## config.mk

```make
export PLATFORM = sky130hd
export DESIGN_NAME = imem_loader
export DESIGN_NICKNAME = d
export VERILOG_FILES = /design/src/rtl/imem_loader.sv
export SDC_FILE = /design/constraint.sdc
export NUM_CORES = 1
export LEC_CHECK = 0
export CAP_MARGIN = 20
export CORE_AREA = 2 2 109 111
export DETAILED_ROUTE_END_ITERATION = 8
export DIE_AREA = 0 0 111 113
export SYNTH_ARGS = -nofsm -noshare
export SYNTH_HDL_FRONTEND = slang
export SYNTH_SLANG_ARGS = --single-unit
```

## constraint.sdc

```tcl
create_clock -name clk_i -period 2.54 [get_ports clk_i]
set_input_delay 0.381 -clock clk_i [delete_from_list [all_inputs] [get_ports clk_i]]
set_output_delay 0.381 -clock clk_i [all_outputs]
set_load 0.02 [all_outputs]
```

## src/rtl/imem_loader.sv

```systemverilog
`default_nettype none
// ============================================================================
// Module      : imem_loader
// Description : Boot loader that assembles a big-endian byte stream into
//               32-bit instruction words, writes them to instruction memory,
//               then holds the CPU in reset for RST_HOLD cycles before
//               releasing it. Overflow (and checksum mismatch) latch a fault.
//               Optional feature macro: IMEM_LOADER_CHECKSUM_EN -- the byte
//               carrying in_last becomes a modulo-256 checksum trailer.
// Revision    : 1.0 - initial release
// ============================================================================
module imem_loader #(
   parameter int ADDR_W   = 8,
   parameter int RST_HOLD = 4
) (
   input  logic              clk_i,
   input  logic              rst_i,
   input  logic              in_valid_i,
   output logic              in_ready_o,
   input  logic [7:0]        in_data_i,
   input  logic              in_last_i,
   output logic              im_we_o,
   output logic [ADDR_W-1:0] im_addr_o,
   output logic [31:0]       im_wdata_o,
   output logic              cpu_rst_o,
   output logic              done_o,
   output logic              error_o,
   output logic [ADDR_W:0]   word_count_o
);

   typedef enum logic [2:0] {
      S_LOAD  = 3'd0,
      S_FLUSH = 3'd1,
      S_HOLD  = 3'd2,
      S_RUN   = 3'd3,
      S_FAULT = 3'd4
   } state_t;

   // Memory is full once word_count reaches 2**ADDR_W.
   localparam logic [ADDR_W:0] C_WC_FULL   = {1'b1, {ADDR_W{1'b0}}};
   localparam logic [ADDR_W:0] C_WC_ONE    = {{ADDR_W{1'b0}}, 1'b1};
   localparam int              HOLD_W      = (RST_HOLD > 1) ? $clog2(RST_HOLD) : 1;
   localparam logic [HOLD_W-1:0] C_HOLD_LAST = HOLD_W'(RST_HOLD - 1);
   localparam logic [HOLD_W-1:0] C_HOLD_ONE  = HOLD_W'(1);

   state_t              state_q, state_d;
   logic [1:0]          bcnt_q, bcnt_d;     // bytes held in the assembler
   logic [31:0]         asm_q, asm_d;       // word assembler, newest byte at LSB
   logic [ADDR_W:0]     wc_q, wc_d;
   logic                we_q, we_d;
   logic [ADDR_W-1:0]   addr_q, addr_d;
   logic [31:0]         wdata_q, wdata_d;
   logic                err_q, err_d;
   logic [HOLD_W-1:0]   hold_q, hold_d;
   logic                rdy_q;              // gates in_ready until the first edge after reset
`ifdef IMEM_LOADER_CHECKSUM_EN
   logic [7:0]          sum_q, sum_d;
`endif

   logic                w_xfer;
   logic                w_is_data;
   logic [31:0]         w_word;
   logic [31:0]         w_pad;

   assign in_ready_o   = rdy_q & ((state_q == S_LOAD) | (state_q == S_FAULT));
   assign cpu_rst_o    = (state_q != S_RUN);
   assign done_o       = (state_q == S_RUN);
   assign error_o      = err_q;
   assign im_we_o      = we_q;
   assign im_addr_o    = addr_q;
   assign im_wdata_o   = wdata_q;
   assign word_count_o = wc_q;

   // Next-state, assembler, write-port and counter logic.
   always_comb begin
      state_d = state_q;
      bcnt_d  = bcnt_q;
      asm_d   = asm_q;
      wc_d    = wc_q;
      we_d    = 1'b0;
      addr_d  = addr_q;
      wdata_d = wdata_q;
      err_d   = err_q;
      hold_d  = hold_q;
`ifdef IMEM_LOADER_CHECKSUM_EN
      sum_d     = sum_q;
      // The trailer byte is compared, never stored.
      w_is_data = ~in_last_i;
`else
      w_is_data = 1'b1;
`endif
      w_xfer = in_valid_i & in_ready_o;
      w_word = {asm_q[23:0], in_data_i};

      // Left-justify a partial word, zero-filling the missing low bytes.
      w_pad = asm_q;
      case (bcnt_q)
         2'd1:    w_pad = {asm_q[7:0],  24'h0};
         2'd2:    w_pad = {asm_q[15:0], 16'h0};
         2'd3:    w_pad = {asm_q[23:0],  8'h0};
         default: w_pad = asm_q;
      endcase

      case (state_q)
         S_LOAD: begin
            if (w_xfer) begin
               if (w_is_data) begin
                  asm_d  = w_word;
                  bcnt_d = bcnt_q + 2'd1;
`ifdef IMEM_LOADER_CHECKSUM_EN
                  sum_d  = sum_q + in_data_i;
`endif
                  if (bcnt_q == 2'd3) begin
                     if (wc_q == C_WC_FULL) begin
                        err_d   = 1'b1;
                        state_d = S_FAULT;
                     end else begin
                        we_d    = 1'b1;
                        addr_d  = wc_q[ADDR_W-1:0];
                        wdata_d = w_word;
                        wc_d    = wc_q + C_WC_ONE;
                     end
                  end
               end
               if (in_last_i && (state_d != S_FAULT)) begin
`ifdef IMEM_LOADER_CHECKSUM_EN
                  if (in_data_i != sum_q) begin
                     err_d   = 1'b1;
                     state_d = S_FAULT;
                  end else
`endif
                  if (bcnt_d != 2'd0) begin
                     state_d = S_FLUSH;
                  end else begin
                     state_d = S_HOLD;
                     hold_d  = '0;
                  end
               end
            end
         end
         S_FLUSH: begin
            bcnt_d = 2'd0;
            asm_d  = '0;
            if (wc_q == C_WC_FULL) begin
               err_d   = 1'b1;
               state_d = S_FAULT;
            end else begin
               we_d    = 1'b1;
               addr_d  = wc_q[ADDR_W-1:0];
               wdata_d = w_pad;
               wc_d    = wc_q + C_WC_ONE;
               state_d = S_HOLD;
               hold_d  = '0;
            end
         end
         S_HOLD: begin
            if (hold_q == C_HOLD_LAST) begin
               state_d = S_RUN;
            end else begin
               hold_d = hold_q + C_HOLD_ONE;
            end
         end
         S_RUN:   state_d = S_RUN;
         S_FAULT: state_d = S_FAULT;
         default: state_d = S_FAULT;
      endcase
   end

   // State and datapath registers with asynchronous reset.
   always_ff @(posedge clk_i or posedge rst_i) begin
      if (rst_i) begin
         state_q <= S_LOAD;
         bcnt_q  <= 2'd0;
         asm_q   <= '0;
         wc_q    <= '0;
         we_q    <= 1'b0;
         addr_q  <= '0;
         wdata_q <= '0;
         err_q   <= 1'b0;
         hold_q  <= '0;
         rdy_q   <= 1'b0;
`ifdef IMEM_LOADER_CHECKSUM_EN
         sum_q   <= 8'h00;
`endif
      end else begin
         state_q <= state_d;
         bcnt_q  <= bcnt_d;
         asm_q   <= asm_d;
         wc_q    <= wc_d;
         we_q    <= we_d;
         addr_q  <= addr_d;
         wdata_q <= wdata_d;
         err_q   <= err_d;
         hold_q  <= hold_d;
         rdy_q   <= 1'b1;
`ifdef IMEM_LOADER_CHECKSUM_EN
         sum_q   <= sum_d;
`endif
      end
   end

endmodule
`default_nettype wire

```

==> results.sh <==
export IMPL_start_kind="flop"
export IMPL_status="finished, final reports clean"
export IMPL_n_fill_cell=1036
export IMPL_fmax_mhz=423
export IMPL_die_area_um2=12500
export IMPL_syn_area_per_cell_um2=10.1
export IMPL_slew_viol_final=0
export IMPL_drc=0
export IMPL_drtIter0Drc=215
export IMPL_arrival_ps=1980
export IMPL_root_buffer="clkbuf_16"
export IMPL_wl_per_cell_um=16.1
export IMPL_ys_flop_type="dfrtp_1"
export IMPL_rsz0062_at_grt="false"
export IMPL_viasPerCell=5.39
export IMPL_grt_pass1_wl_um=17400
export IMPL_cts_hold_buf=0
export IMPL_crit_slowest_cell="dfrtp_1"
export IMPL_p_leak_nw=2.45
export IMPL_setup_viol=0
export IMPL_hold_path_class="reg -> reg"
export IMPL_fp_dieW_um=111
export IMPL_synth_top_area_share_pct=51.2
export IMPL_antenna_found_initial=0
export IMPL_pre_cts_slack_ps=417
export IMPL_multi_input_area_um2=1970
export IMPL_tightest_slew_ps=598
export IMPL_grt_use_total_pct=17.1
export IMPL_post_cts_buffers=0
export IMPL_core_area_um2=11300
export IMPL_slowest_delay_ps=690
export IMPL_final_nets=515
export IMPL_fin_setup_tns_ps=0
export IMPL_ys_warn_count=0
export IMPL_syn_nets=461
export IMPL_maxCapViolCount=0
export IMPL_start_util_pct=39.4
export IMPL_grt_max_degree=92
export IMPL_drive_gt1_share_pct=9.80
export IMPL_syn_inst=441
export IMPL_yosys_area_top_type="dfrtp_1"
export IMPL_relSlewSlack_pct=60.2
export IMPL_critPathMaxFanout=12
export IMPL_h_tree_depth=3
export IMPL_fin_ws_ps=177
export IMPL_dp_hpwl_um=6610
export IMPL_syn_area_um2=4440
export IMPL_powerDensity_nw_per_um2=515
export IMPL_std_cell_rows=39
export IMPL_regArea_um2=2280
export IMPL_cts_buffers=9
export IMPL_skew_ps=10.7
export IMPL_synth_edf_count=0
export IMPL_synthTopCellsByArea="dfrtp_1 51%, nand2_1 8.7%, mux2_1 5.1%, a21oi_1 4.8%, a22o_1 4.7%"
export IMPL_period_needed_ps=2360
export IMPL_cts_tree="done"
export IMPL_yosys_cell_types_count=40
export IMPL_grt_pass1_vias=3325
export IMPL_drt_total_wl_um=10400
export IMPL_hold_violations=0
export IMPL_clk_pin_slew_ps=60
export IMPL_clockBufferDepth=2
export IMPL_cp_cell_sequence="inv_1 -> nand3_1 -> clkdlybuf4s50_1"
export IMPL_first_pass_iters=4
export IMPL_die_y_um=113
export IMPL_hold_depth=2
export IMPL_seq_area_frac_synth_pct=51.2
export IMPL_r2r_cells=6
export IMPL_dr_total_vias=3463
export IMPL_synthArstFlopShare_pct=100
export IMPL_synth_common_cells="103 x nand2_1, 91 x dfrtp_1, 43 x a21oi_1"
export IMPL_required_ps=2160
export IMPL_ys_seq_elements=91
export IMPL_antenna_cells=0
export IMPL_peakVddDrop_v=0.000341
export IMPL_postRouteAntennaNets=0
export IMPL_syn2layout_area_growth_pct=24.9
export IMPL_min_period_over_period_pct=93.0
export IMPL_grt_overflow=0
export IMPL_critical_path_class="reg -> out"
export IMPL_ctsResizeCount=0
export IMPL_worst_skew_pair_late_latency_ps=330
export IMPL_io_pins=66
export IMPL_yosysMostFrequentCell="nand2_1"
export IMPL_globalplace_congestion=0.774
export IMPL_cp_end_kind="output pin"
export IMPL_port_buffers=65
export IMPL_cts_sinks=91
[sequential cells by signal (all words and copies together), names as in the netlist]
signal,count
asm_q,32
word_count_o,9
im_addr_o,8
rdy_q,1
bcnt_q,2
hold_q,2
im_we_o,1
im_wdata_o,32
error_o,1
state_q,3
[path summary, 6_finish.rpt]
kind	to	slack (ps)	start
min in group asynchronous	word_count_o[2]	540	rst_i
worst min register to register	error_o	460	error_o
max in group asynchronous	im_wdata_o[10]	1640	rst_i
worst max-delay path	cpu_rst_o	180	state_q[2]
worst min-delay path	error_o	460	error_o
worst max register to register	im_wdata_o[29]	530	bcnt_q[0]
[layout make-up]
| class | count | area share, % |
|---|---|---|
| clock buffers | 10 | 4.31 |
| clock inverters | 6 | 1.15 |
| well taps | 143 | 3.22 |
| repair buffers | 76 | 13.9 |
| multi-input cells | 305 | 35.5 |
| inverters | 12 | 0.879 |
| flip-flops and latches | 91 | 41.0 |
[where the power goes]
group          internal, mW  total, mW  switching, mW
clock                 0.789       1.34          0.556
combinational        0.0227     0.0633         0.0406
sequential             1.45       1.45       0.000727
[routing by layer]
layer | global-route usage, % | wire length [µm] | vias up
li1 | - | - | 1659
met1 | 24.2 | 5000 | 1698
met2 | 27.2 | 4790 | 98
met3 | 3.37 | 504 | 8
met4 | 4.42 | 92 | 0
met5 | 0 | 0 | -
[worst max-delay path: cells and delay by family (launching register included)]
kind / cells / cell delay, ps
AND/OR/NAND/NOR: 1 / 150
buffers and inverters: 2 / 820
flip-flops: 1 / 690
[kinds of logic (layout without fill, tap and decap cells)]
| group | count (synthesis) | after routing | synth area share, % |
|---|---|---|---|
| AOI/OAI and AO/OA | 113 | 113 | 16.4 |
| xor gates and xnor gates | 8 | 8 | 1.58 |
| adders and majority gates | 8 | 8 | 2.25 |
| buffers and inverters | 45 | 104 | 4.56 |
| DFF | 91 | 91 | 51.2 |
| muxes | 36 | 36 | 9.09 |
| other | 1 | 1 | 0.0844 |
| and+or+nand+nor | 139 | 139 | 14.8 |
[cell usage in the layout, fill, tap and decap left out, types with 2 or more instances in the layout]
master,count
xnor2_1,8
nand3_1,11
clkbuf_16,9
clkinv_2,2
dfrtp_1,91
o2111ai_1,2
nor2_1,3
nand2_1,103
o31ai_1,2
and3_1,3
nor4_4,2
mux2_2,15
nand4_1,5
ha_1,8
a21oi_1,43
and2_1,2
a22oi_1,9
o21ai_0,20
clkinvlp_4,3
inv_1,11
nor4_1,2
clkdlybuf4s50_1,65
buf_4,8
buf_12,3
o21ai_1,2
mux2_1,20
a41oi_1,8
a22o_1,24
[through the flow]
step                instances  hold WS [ps]  power, mW  utilization, %  area (µm²)
finish                    643           464       2.86            49.2        5550
global route              643           501       2.97            49.2        5550
CTS                       643           473       2.90            49.2        5550
detailed placement        627           454       1.54            46.5        5250
global placement          627           462       1.54            46.5        5250
floorplan                 441           483       1.51               -        4450
Note: power is estimated with default switching activity, not from simulation.
